<file path="src/rtl/seg_bus_decoder.sv">
// seg_bus_decoder: reads back a scanned 8-digit active-low 7-segment bus into hex digits; SEG_DECODE_DP_EN adds dp_out
module seg_bus_decoder #(
  parameter int STABLE_CYC = 16
) (
  input  logic        clk,
  input  logic        rst,
  input  logic [7:0]  led_en,
  input  logic        led_ca,
  input  logic        led_cb,
  input  logic        led_cc,
  input  logic        led_cd,
  input  logic        led_ce,
  input  logic        led_cf,
  input  logic        led_cg,
  input  logic        led_dp,
  output logic [31:0] digits,
  output logic [7:0]  dig_valid,
  output logic        frame_done,
  output logic        seg_err,
  output logic        en_err,
  output logic [7:0]  err_cnt
`ifdef SEG_DECODE_DP_EN
  ,
  output logic [7:0]  dp_out
`endif
);
  localparam logic [7:0] CAP_AT = 8'(STABLE_CYC - 1);
  localparam logic [6:0] SEG_TBL [16] = '{
    7'b1000000, 7'b1111001, 7'b0100100, 7'b0110000,
    7'b0011001, 7'b0010010, 7'b0000010, 7'b1111000,
    7'b0000000, 7'b0011000, 7'b0001000, 7'b0000011,
    7'b0100111, 7'b0100001, 7'b0000110, 7'b0001110
  };
`ifdef SEG_DECODE_DP_EN
  localparam int W = 16;
  logic [W-1:0] pin_w;
  assign pin_w = {led_en, led_dp, led_cg, led_cf, led_ce, led_cd, led_cc, led_cb, led_ca};
  logic [7:0] dp_q, dp_d;
  assign dp_out = dp_q;
`else
  localparam int W = 15;
  logic [W-1:0] pin_w;
  logic unused_dp;
  assign pin_w = {led_en, led_cg, led_cf, led_ce, led_cd, led_cc, led_cb, led_ca};
  assign unused_dp = led_dp;
`endif
  logic [W-1:0] s1_q, s2_q, prev_q;
  logic [7:0]   cnt_q, cnt_d;
  logic         armed_q, armed_d;
  logic [31:0]  digits_q, digits_d;
  logic [7:0]   valid_q, valid_d, seen_q, seen_d, err_cnt_q, err_cnt_d;
  logic         frame_q, frame_d, seg_err_q, seg_err_d, en_err_q, en_err_d;
  logic [7:0]   en;
  logic [6:0]   seg;
  logic         cap, one, multi, hit;
  logic [3:0]   val;

  // decode always looks at prev_q, which holds the word that has been stable for the whole window
  assign en    = prev_q[W-1 -: 8];
  assign seg   = prev_q[6:0];
  assign cap   = armed_q && cnt_q == CAP_AT;
  assign one   = $onehot(~en);
  assign multi = !one && en != 8'hFF;

  always_comb begin
    cnt_d   = (s2_q != prev_q) ? '0 : cnt_q + 8'(cnt_q != 8'hFF);
    armed_d = (s2_q != prev_q) || (armed_q && !cap);
  end

  always_comb begin
    hit = 1'b0;
    val = '0;
    for (int k = 0; k < 16; k++)
      if (seg == SEG_TBL[k]) begin
        hit = 1'b1;
        val = 4'(k);
      end
  end

  always_comb begin
    digits_d  = digits_q;
    valid_d   = valid_q;
    seen_d    = seen_q;
`ifdef SEG_DECODE_DP_EN
    dp_d      = dp_q;
`endif
    seg_err_d = cap && one && !hit;
    en_err_d  = cap && multi;
    for (int i = 0; i < 8; i++)
      if (cap && one && !en[i]) begin
        seen_d[i]  = 1'b1;
        valid_d[i] = hit;
        if (hit) digits_d[4*i +: 4] = val;
`ifdef SEG_DECODE_DP_EN
        if (hit) dp_d[i] = ~prev_q[7];
`endif
      end
    frame_d   = cap && one && seen_d == 8'hFF;
    seen_d    = frame_d ? '0 : seen_d;
    err_cnt_d = err_cnt_q + 8'((seg_err_d || en_err_d) && err_cnt_q != 8'hFF);
  end

  always_ff @(posedge clk or posedge rst) begin
    if (rst) begin
      s1_q      <= '1;
      s2_q      <= '1;
      prev_q    <= '1;
      cnt_q     <= '0;
      armed_q   <= 1'b1;
      digits_q  <= '0;
      valid_q   <= '0;
      seen_q    <= '0;
      frame_q   <= 1'b0;
      seg_err_q <= 1'b0;
      en_err_q  <= 1'b0;
      err_cnt_q <= '0;
`ifdef SEG_DECODE_DP_EN
      dp_q      <= '0;
`endif
    end else begin
      s1_q      <= pin_w;
      s2_q      <= s1_q;
      prev_q    <= s2_q;
      cnt_q     <= cnt_d;
      armed_q   <= armed_d;
      digits_q  <= digits_d;
      valid_q   <= valid_d;
      seen_q    <= seen_d;
      frame_q   <= frame_d;
      seg_err_q <= seg_err_d;
      en_err_q  <= en_err_d;
      err_cnt_q <= err_cnt_d;
`ifdef SEG_DECODE_DP_EN
      dp_q      <= dp_d;
`endif
    end
  end

  assign digits     = digits_q;
  assign dig_valid  = valid_q;
  assign frame_done = frame_q;
  assign seg_err    = seg_err_q;
  assign en_err     = en_err_q;
  assign err_cnt    = err_cnt_q;
endmodule

</file>
<file path="config.mk">
export PLATFORM = sky130hd
export DESIGN_NAME = seg_bus_decoder
export DESIGN_NICKNAME = d
export VERILOG_FILES = /design/src/rtl/seg_bus_decoder.sv
export SDC_FILE = /design/constraint.sdc
export NUM_CORES = 1
export LEC_CHECK = 0
export BUFFER_PORTS_ARGS = -buffer_cell sky130_fd_sc_hd__buf_2
export CAP_MARGIN = 10
export CORE_ASPECT_RATIO = 0.5
export CORE_UTILIZATION = 48
export DETAILED_ROUTE_END_ITERATION = 16
export GPL_TIMING_DRIVEN = 0
export PLACE_DENSITY = 0.78
export SLEW_MARGIN = 15
export SYNTH_ARGS = -nofsm -noshare
export SYNTH_HDL_FRONTEND = slang
export SYNTH_SLANG_ARGS = --single-unit
</file>
<file path="constraint.sdc">
create_clock -name clk -period 7.15 [get_ports clk]
set_input_delay 0 -clock clk [delete_from_list [all_inputs] [get_ports clk]]
set_output_delay 0 -clock clk [all_outputs]
set_load 0.01 [all_outputs]
</file>
=== Yosys cells after proc, flatten, opt, wreduce, memory -nomap -nowiden ===
Cells that the tools add are included.

* Bits in registers: 113
* Input bits: 18
* Output and inout bits: 51
* Word-level logic and storage cells: 137

* Add/sub/neg operators: 9
* Equality and inequality tests: 22
* Mux-type cells: 41
* Bitwise logic cells: 1
* Reductions and logical operators: 38

{| class="wikitable"
|+ Operators with widths
! kind !! count
|-
| 2-to-1 mux 4 bit || 14
|-
| equality test 7 x 6 -> 1 bit, second input constant || 4
|-
| 2-to-1 mux 1 bit || 25
|-
| != test 8 bit, second input constant || 3
|-
| equality test 7 x 5 -> 1 bit, second input constant || 3
|-
| equality test 7 bit, second input constant || 3
|-
| adder 8 x 1 -> 8 bit || 2
|-
| logical AND 1 bit || 16
|-
| 2-to-1 mux 8 bit || 2
|-
| AND reduction 2 bit || 8
|-
| != test 15 bit || 1
|-
| equality test 7 x 2 -> 1 bit, second input constant || 2
|-
| equality test 7 x 4 -> 1 bit, second input constant || 2
|-
| logical NOT 1 bit || 11
|-
| adder 1 x 1 -> 2 bit || 4
|-
| equality test 8 x 4 -> 1 bit, second input constant || 1
|-
| equality test 8 bit, second input constant || 1
|-
| inverter 8 bit || 1
|-
| equality test 7 x 3 -> 1 bit, second input constant || 1
|-
| logical NOT 7 bit || 1
|-
| adder 2 x 2 -> 3 bit || 2
|-
| adder 3 x 3 -> 4 bit || 1
|-
| equality test 4 x 1 -> 1 bit, second input constant || 1
|-
| logical OR 1 bit || 2
|}

=== Logic depth before layout (Yosys ltp) ===
Gate-level depths: netlist (run 1).

* Depth in word-level cells: 22
* Gate-level depth with buffers: 16
* Mapped depth without buffers: 15

=== Worst setup path after synthesis (run 1) ===
No wires, ideal clock.

* Path type: register to register
* Start: register prev_q[7]
* End: register err_cnt_q[6] (netlist: err_cnt[6])
* Setup time: 125 ps
* Data arrival time: 4299 ps
* Data required time: 7025 ps
* Path slack: 2725 ps
* Cell stages (with the launch flop): 17
* Clock period less this slack: 4425 ps
* Path through: dfstp_2 -> inv_1 -> fa_1 -> fa_1 -> fa_1 -> ha_1 -> inv_1 -> fa_1 -> and4b_1 -> a31oi_1 -> clkbuf_1 -> a211oi_1 -> nor4_1 -> ha_1 -> ha_1 -> nand4_1 -> xnor2_1

* Longest elaborated chain between the ends: 11
* Elaborated cells between the ends (all ways): 14
* Classes of those cells: add/sub: 4; eq/ne: 2; bitwise: 1; reduce/logical: 7

{| class="wikitable"
|+ Ends and longest elaborated chain
! item !! RTL line !! source
|-
| from (decl) || 47 || <nowiki>logic [W-1:0] s1_q, s2_q, prev_q;</nowiki>
|-
| from (signal assigned) || 123 || <nowiki>prev_q <= s2_q;</nowiki>
|-
| inverter 8 bit || 62 || <nowiki>assign one = $onehot(~en);</nowiki>
|-
| adder 1 x 1 -> 2 bit (not written as such) || 62 ||
|-
| adder 2 x 2 -> 3 bit (not written as such) || 62 ||
|-
| adder 3 x 3 -> 4 bit (not written as such) || 62 ||
|-
| equality test 4 x 1 -> 1 bit || 62 ||
|-
| logical NOT 1 bit || 63 || <nowiki>assign multi = !one && en != 8'hFF;</nowiki>
|-
| logical AND 1 bit || 63 ||
|-
| logical AND 1 bit || 88 || <nowiki>en_err_d = cap && multi;</nowiki>
|-
| logical OR 1 bit * || 100 || <nowiki>err_cnt_d = err_cnt_q + 8'((seg_err_d || en_err_d) && err_cnt_q != 8'hFF);</nowiki>
|-
| logical AND 1 bit * || 100 ||
|-
| adder 8 x 1 -> 8 bit * || 100 ||
|-
| net err_cnt_d[6] || 51 || <nowiki>logic [7:0] valid_q, valid_d, seen_q, seen_d, err_cnt_q, err_cnt_d;</nowiki>
|-
| to (signal assigned) || 132 || <nowiki>err_cnt_q <= err_cnt_d;</nowiki>
|-
| to (decl) || 51 ||
|}

The timed path passes the listed nets; every way through them passes the cells marked *.
A chain may end at the register's enable or synchronous reset.

=== Worst setup path after layout (run 1) ===
Ends and elaborated chain as after synthesis.

==> results.py, run 1 <==
metrics = {
    "routing": {
        "drt_wl_total_um": 10400,
        "first_pass_iters": 4,
        "route.detailed.drc": 0,
        "via_per_inst": 5.35,
        "ant_nets": 0,
        "num_vias": 3448,
        "wire_per_inst_um": 16.2,
        "drtIter0Drc": 219,
    },
    "yosys": {
        "syn_area_sq_um": 4960,
        "synth_nets": 423,
        "ys_seq_area_share_pct": 58.2,
        "synth_cells": 393,
        "ys.flop_type": "dfrtp_1",
        "synth_area_per_cell_sq_um": 12.6,
        "yosys_warnings": 0,
        "postSynthRegisterBits": 113,
        "synth_cell_types": 60,
        "synth-edff-count": 0,
        "async_flop_share_pct": 100,
    },
    "sta": {
        "setup_viol": 0,
        "fmax_mhz": 196,
        "skew_ns": 0.0109,
        "maxSlewHeadroom_pct": 19.1,
        "tightest_slew_ns": 1.20,
        "report.final.slew_viol_count": 0,
        "fin_tns_setup_ns": 0,
        "fin_crit_ns": 5.11,
        "finalHoldViolCount": 0,
        "period_share_pct": 71.4,
        "grt_setup_unrepaired": "no",
    },
    "cts": {
        "cts_resized": 0,
        "cts-root-buf": "clkbuf_16",
        "clock-sinks": 113,
        "clkTransAtPathRegs_ns": 0.05,
        "post_cts_buffers": 0,
        "cts_buffers": 17,
        "worstSkewPairLatency_ns": 0.41,
        "clockBufferDepth": 2,
        "cts.htree.levels": 4,
        "cts_hold_buf": 16,
        "cts_tree": "yes",
    },
    "floorplan": {
        "core_sq_um": 9730,
        "fp.dieH_um": 73.9,
        "boundaryPins": 69,
        "die_w_um": 146,
        "row_count": 25,
        "initial_utilization_pct": 51.0,
        "design.die.area_sq_um": 10800,
    },
    "power_and_ir_drop": {
        "vdd_drop_max_uv": 180,
        "p_leak_uw": 0.00301,
        "p_per_area_nw_per_um2": 252,
    },
    "final_layout": {
        "final_cell_mix": "buf_2 (73), dfrtp_1 (67), dfstp_2 (46)",
        "final_area_sq_um": 6230,
        "nets": 527,
        "fillCellCount": 751,
        "layout_commonest_cell": "buf_2",
        "antenna_cells": 0,
        "area_delta_synth_final_pct": 25.6,
        "drive_gt1_share_pct": 36.5,
    },
    "grt": {
        "grt_overflow": 0,
        "grt_pass1_wl_um": 17300,
        "grt_pass1_vias": 3454,
        "grt_max_degree": 78,
        "antenna_found_initial": 0,
        "track_usage_pct": 21.7,
    },
    "status": {
        "status": "finished clean",
    },
    "worst_setup_path": {
        "start_kind": "flop",
        "critical_path_class": "flop to flop",
        "crit_start": "prev_q[7]",
        "critPathArrivalTime_ns": 5.41,
        "required_ns": 7.45,
        "critPathCaptureType": "flop",
        "cp_max_fo": 10,
        "timing.rr.start": "prev_q[7]",
    },
    "flow_run": {
        "cap_viol_max_count": 0,
    },
    "worst_hold_path": {
        "hp-class": "primary input to async pin",
    },
    "place": {
        "gp_congestion": 0.874,
        "hpwlAfterDp_um": 7010,
        "dpl_cell_area_sq_um": 5510,
        "portBuffers": 67,
    },
}
==> flip-flops by register name, summed over array words and instances (netlist names), 8 cells and up <==
name / flops
seen_q: 8
digits: 32
prev_q: 15
dig_valid: 8
cnt_q: 8
s1_q: 15
err_cnt: 8
s2_q: 15
==> per-stage QoR <==
step | utilization (%) | total power [uW] | hold WS [ns] | worst slack (ns) | instances
3_5_place_dp | 56.6 | 791 | 0.00975 | 2.13 | 597
2_1_floorplan | - | 757 | 0.00448 | 2.73 | 393
5_1_grt | 64.0 | 1630 | 0.133 | 1.79 | 645
6_report | 64.0 | 1570 | 0.122 | 2.04 | 645
4_1_cts | 63.9 | 1580 | 0.118 | 2.06 | 645
3_3_place_gp | 56.2 | 784 | 0.106 | 2.19 | 595
==> final cells by class <==
cell class / instances / area [sq um] / share of cell area [%]
inverters: 16 / 65.1 / 1.04
clock inverters: 5 / 27.5 / 0.442
multi-input cells: 248 / 1940 / 31.1
plain buffers: 16 / 88.8 / 1.43
flip-flops and latches: 113 / 2890 / 46.3
well taps: 135 / 169 / 2.71
clock buffers: 27 / 524 / 8.42
repair buffers: 85 / 528 / 8.48
==> worst max-delay path, stage by stage (launching register included) <==
cell and delay, ns:
dfstp_2 0.59, inv_1 0.09, fa_1 0.56, fa_1 0.43
fa_1 0.50, ha_1 0.17, inv_1 0.06, fa_1 0.44
and4b_1 0.23, a31oi_1 0.27, clkbuf_1 0.35, a211oi_1 0.14
nor4_1 0.38, ha_1 0.30, ha_1 0.23, nand4_1 0.12
xnor2_1 0.14
==> final timing paths <==
path / end / slack, ns / cells past startpoint
setup / recovery: err_cnt[6] / 2.04 / 16
hold / removal: cnt_q[2] / 0.12 / 3
setup reg to reg: err_cnt[6] / 2.04 / 16
hold reg to reg: s2_q[2] / 0.35 / 0
max in group asynchronous: s2_q[9] / 6.36 / 4
min in group clk: s1_q[10] / 0.23 / 2
==> per-layer routing <==
metal	GRT usage (%)	up-vias	share of wire, %
met5	0	-	0
met4	9.94	0	1.3
met3	6.71	14	6.8
met2	34.1	115	47
met1	27.9	1704	45
li1	-	1615	-
==> report_power, final <==
group / internal, uW / switching, uW / leakage [uW]
logic: 42.8 / 72.4 / 0.00131
registers: 664 / 11.6 / 0.00142
clock network: 497 / 278 / 0.000272
==> kinds of logic after synthesis <==
family	share of synthesized area, %
muxes	5.65
adders and majority gates	3.63
xor gates and xnor gates	4.77
DFF	58.2
and+or+nand+nor	13.1
buffers and inverters	3.00
AOI/OAI and AO/OA	11.6
==> synth_stat cells, types with 3 or more instances <==
master,number,share of area [%]
clkbuf_1,7,0.53
nand4_1,7,0.88
nor2b_1,3,0.38
inv_1,16,1.2
o21ai_0,12,1.2
a21oi_1,5,0.50
nand3_1,9,0.91
a211oi_4,5,2.0
mux2_2,16,3.6
a21o_1,9,1.4
buf_2,5,0.50
or3_1,10,1.3
nand2_1,24,1.8
o21a_1,6,0.91
a211oi_2,4,1.0
mux2_1,8,1.8
xor2_1,21,3.7
dfstp_2,46,24
xnor2_1,6,1.1
nor2_1,16,1.2
dfrtp_1,67,34
nor3_1,13,1.3
nor4_1,6,0.76
ha_1,8,2.0
and2_1,4,0.50
nand2b_1,7,0.88
fa_1,4,1.6
nand3b_1,4,0.61
a211oi_1,5,0.76
No activity file was read; power rests on OpenSTA's default activity.
==> run 2, diff against run 1 <==
==> constraint.sdc (replaced) <==
create_clock -name clk -period 4.75 [get_ports clk]
set_input_delay 0 -clock clk [delete_from_list [all_inputs] [get_ports clk]]
set_output_delay 0 -clock clk [all_outputs]
set_load 0.01 [all_outputs]
==> results.py, run 2 (same netlist as run 1, synthesis figures left out) <==
metrics = {
    "floorplan": {
        "row_count": 25,
        "boundaryPins": 69,
        "initial_utilization_pct": 51.0,
        "fp.dieH_um": 73.9,
        "core_sq_um": 9730,
        "die_w_um": 146,
        "design.die.area_sq_um": 10800,
    },
    "worst_setup_path": {
        "critical_path_class": "flop to flop",
        "start_kind": "flop",
        "cp_max_fo": 10,
        "crit_start": "prev_q[7]",
        "cp-endpoint": "digits[6]",
        "reg2reg_setup_slack_ns": 0.12,
        "timing.rr.start": "prev_q[7]",
        "required_ns": 5.05,
        "critPathCaptureType": "flop",
        "critPathArrivalTime_ns": 4.93,
        "rr_worst_depth": 13,
        "worst_r2r_endpoint": "digits[6]",
    },
    "cts": {
        "clock-sinks": 113,
        "cts.htree.levels": 4,
        "cts_buffers": 17,
        "clkTransAtPathRegs_ns": 0.05,
        "worstSkewPairLatency_ns": 0.42,
        "cts-root-buf": "clkbuf_16",
        "cts_tree": "yes",
        "clockBufferDepth": 2,
    },
    "final_layout": {
        "antenna_cells": 0,
        "final_area_sq_um": 6270,
        "final_cell_mix": "buf_2 (73), dfrtp_1 (67), dfstp_2 (46)",
        "final_cells": 646,
        "area_delta_synth_final_pct": 26.5,
        "drive_gt1_share_pct": 37.6,
        "seqCellArea_sq_um": 2890,
        "multiInputGateArea_sq_um": 1970,
        "nets": 528,
        "layout_commonest_cell": "buf_2",
        "fillCellCount": 740,
        "largest_register_ffs": 32,
    },
    "sta": {
        "report.final.slew_viol_count": 0,
        "fmax_mhz": 216,
        "holdWs_ns": 0.117,
        "maxSlewHeadroom_pct": 21.8,
        "period_share_pct": 97.5,
        "fin_crit_ns": 4.63,
        "grt_setup_unrepaired": "yes",
        "finalHoldViolCount": 0,
        "setup_viol": 0,
        "skew_ns": 0.00830,
        "tightest_slew_ns": 1.16,
    },
    "routing": {
        "ant_nets": 0,
        "wire_per_inst_um": 16.2,
        "first_pass_iters": 5,
        "drt_wl_total_um": 10400,
        "wirelength_met1_um": 4850,
        "wl_met3_um": 660,
        "routed-wl-met2_um": 4790,
        "via_per_inst": 5.33,
        "drtIter0Drc": 239,
        "num_vias": 3441,
        "route.detailed.drc": 0,
        "top_layer_used": "met4",
    },
    "grt": {
        "track_usage_pct": 21.5,
        "grt_pass1_wl_um": 17300,
        "grt_pass1_vias": 3443,
        "antenna_found_initial": 0,
        "grt_overflow": 0,
        "grt_max_degree": 78,
    },
    "place": {
        "gp_congestion": 0.874,
        "dpl_cell_area_sq_um": 5510,
        "portBuffers": 67,
        "dpl.cell_count": 597,
        "hpwlAfterDp_um": 7010,
    },
    "flow_run": {
        "cap_viol_max_count": 0,
    },
    "worst_hold_path": {
        "hp-class": "primary input to async pin",
    },
    "status": {
        "status": "finished clean",
    },
    "power_and_ir_drop": {
        "p_per_area_nw_per_um2": 378,
        "p_leak_uw": 0.00302,
        "vdd_drop_max_uv": 280,
        "totalPowerFinal_uw": 2370,
    },
}
==> run 2: cell count changes in the layout (fill, tap and decap cells not counted) <==
cell,change
a31oi_1,-1
clkbuf_1,-1
buf_4,+1
nor4_2,+1
nor3b_2,+1
nor4_1,-1
ha_2,+1
nor3b_1,-1
clkbuf_8,+1
a31oi_4,+1
ha_1,-1
==> run 2: where the power goes <==
part           total (uW)  switching, uW  internal [uW]
combinational         186            112           73.3
sequential           1020           17.6           1000
clock                1170            422            748
total                2370            552           1820
==> run 2: final cells by class <==
cell class / instances / area share [%]
well taps: 135 / 2.69
flip-flops and latches: 113 / 46.0
plain buffers: 16 / 1.58
repair buffers: 86 / 8.54
clock buffers: 27 / 8.36
multi-input cells: 248 / 31.4
inverters: 16 / 1.04
clock inverters: 5 / 0.439
==> run 2: worst min-delay path by stage <==
stage | start | endpoint | depth (start not counted)
after detailed placement | rst | cnt_q[2] | 2
final | rst | cnt_q[2] | 3
after global placement | led_cc | s1_q[2] | 1
after global routing | rst | cnt_q[2] | 3
after floorplan | led_ca | s1_q[0] | 0
after CTS | rst | cnt_q[2] | 3
==> run 2: critical path, stage by stage, from the launching register on <==
cell and delay, ns:
dfstp_2 0.59, inv_1 0.08, fa_1 0.55, fa_1 0.42, fa_1 0.50, ha_1 0.17, inv_1 0.06, fa_1 0.48
and4b_1 0.26, a31oi_4 0.06, clkbuf_8 0.17, or3_1 0.41, a211oi_2 0.38, mux2_2 0.38
==> run 2: layer usage <==
metal	vias up	global-route usage [%]
met3	16	6.83
li1	1607	-
met4	0	9.24
met2	103	33.3
met1	1715	28.2
met5	-	0
==> run 2: repair_timing <==
action | CTS | global route
hold buffers | 16 | 0
cloned | 0 | 0
setup endpoints to repair | 7 | 6
hold endpoints to repair | 111 | 0
buffers inserted | 1 | 0
resized for setup | 7 | 1
pin swaps | 2 | 1
==> run 2: stage by stage <==
stage / util, % / setup slack (ns) / TNS (ns)
after floorplan: - / 0.325 / 0
after global placement: 56.2 / -0.209 / -0.416
after detailed placement: 56.6 / -0.274 / -0.798
after CTS: 64.3 / 0.0153 / 0
after global routing: 64.5 / -0.00270 / -0.00517
final: 64.5 / 0.119 / 0
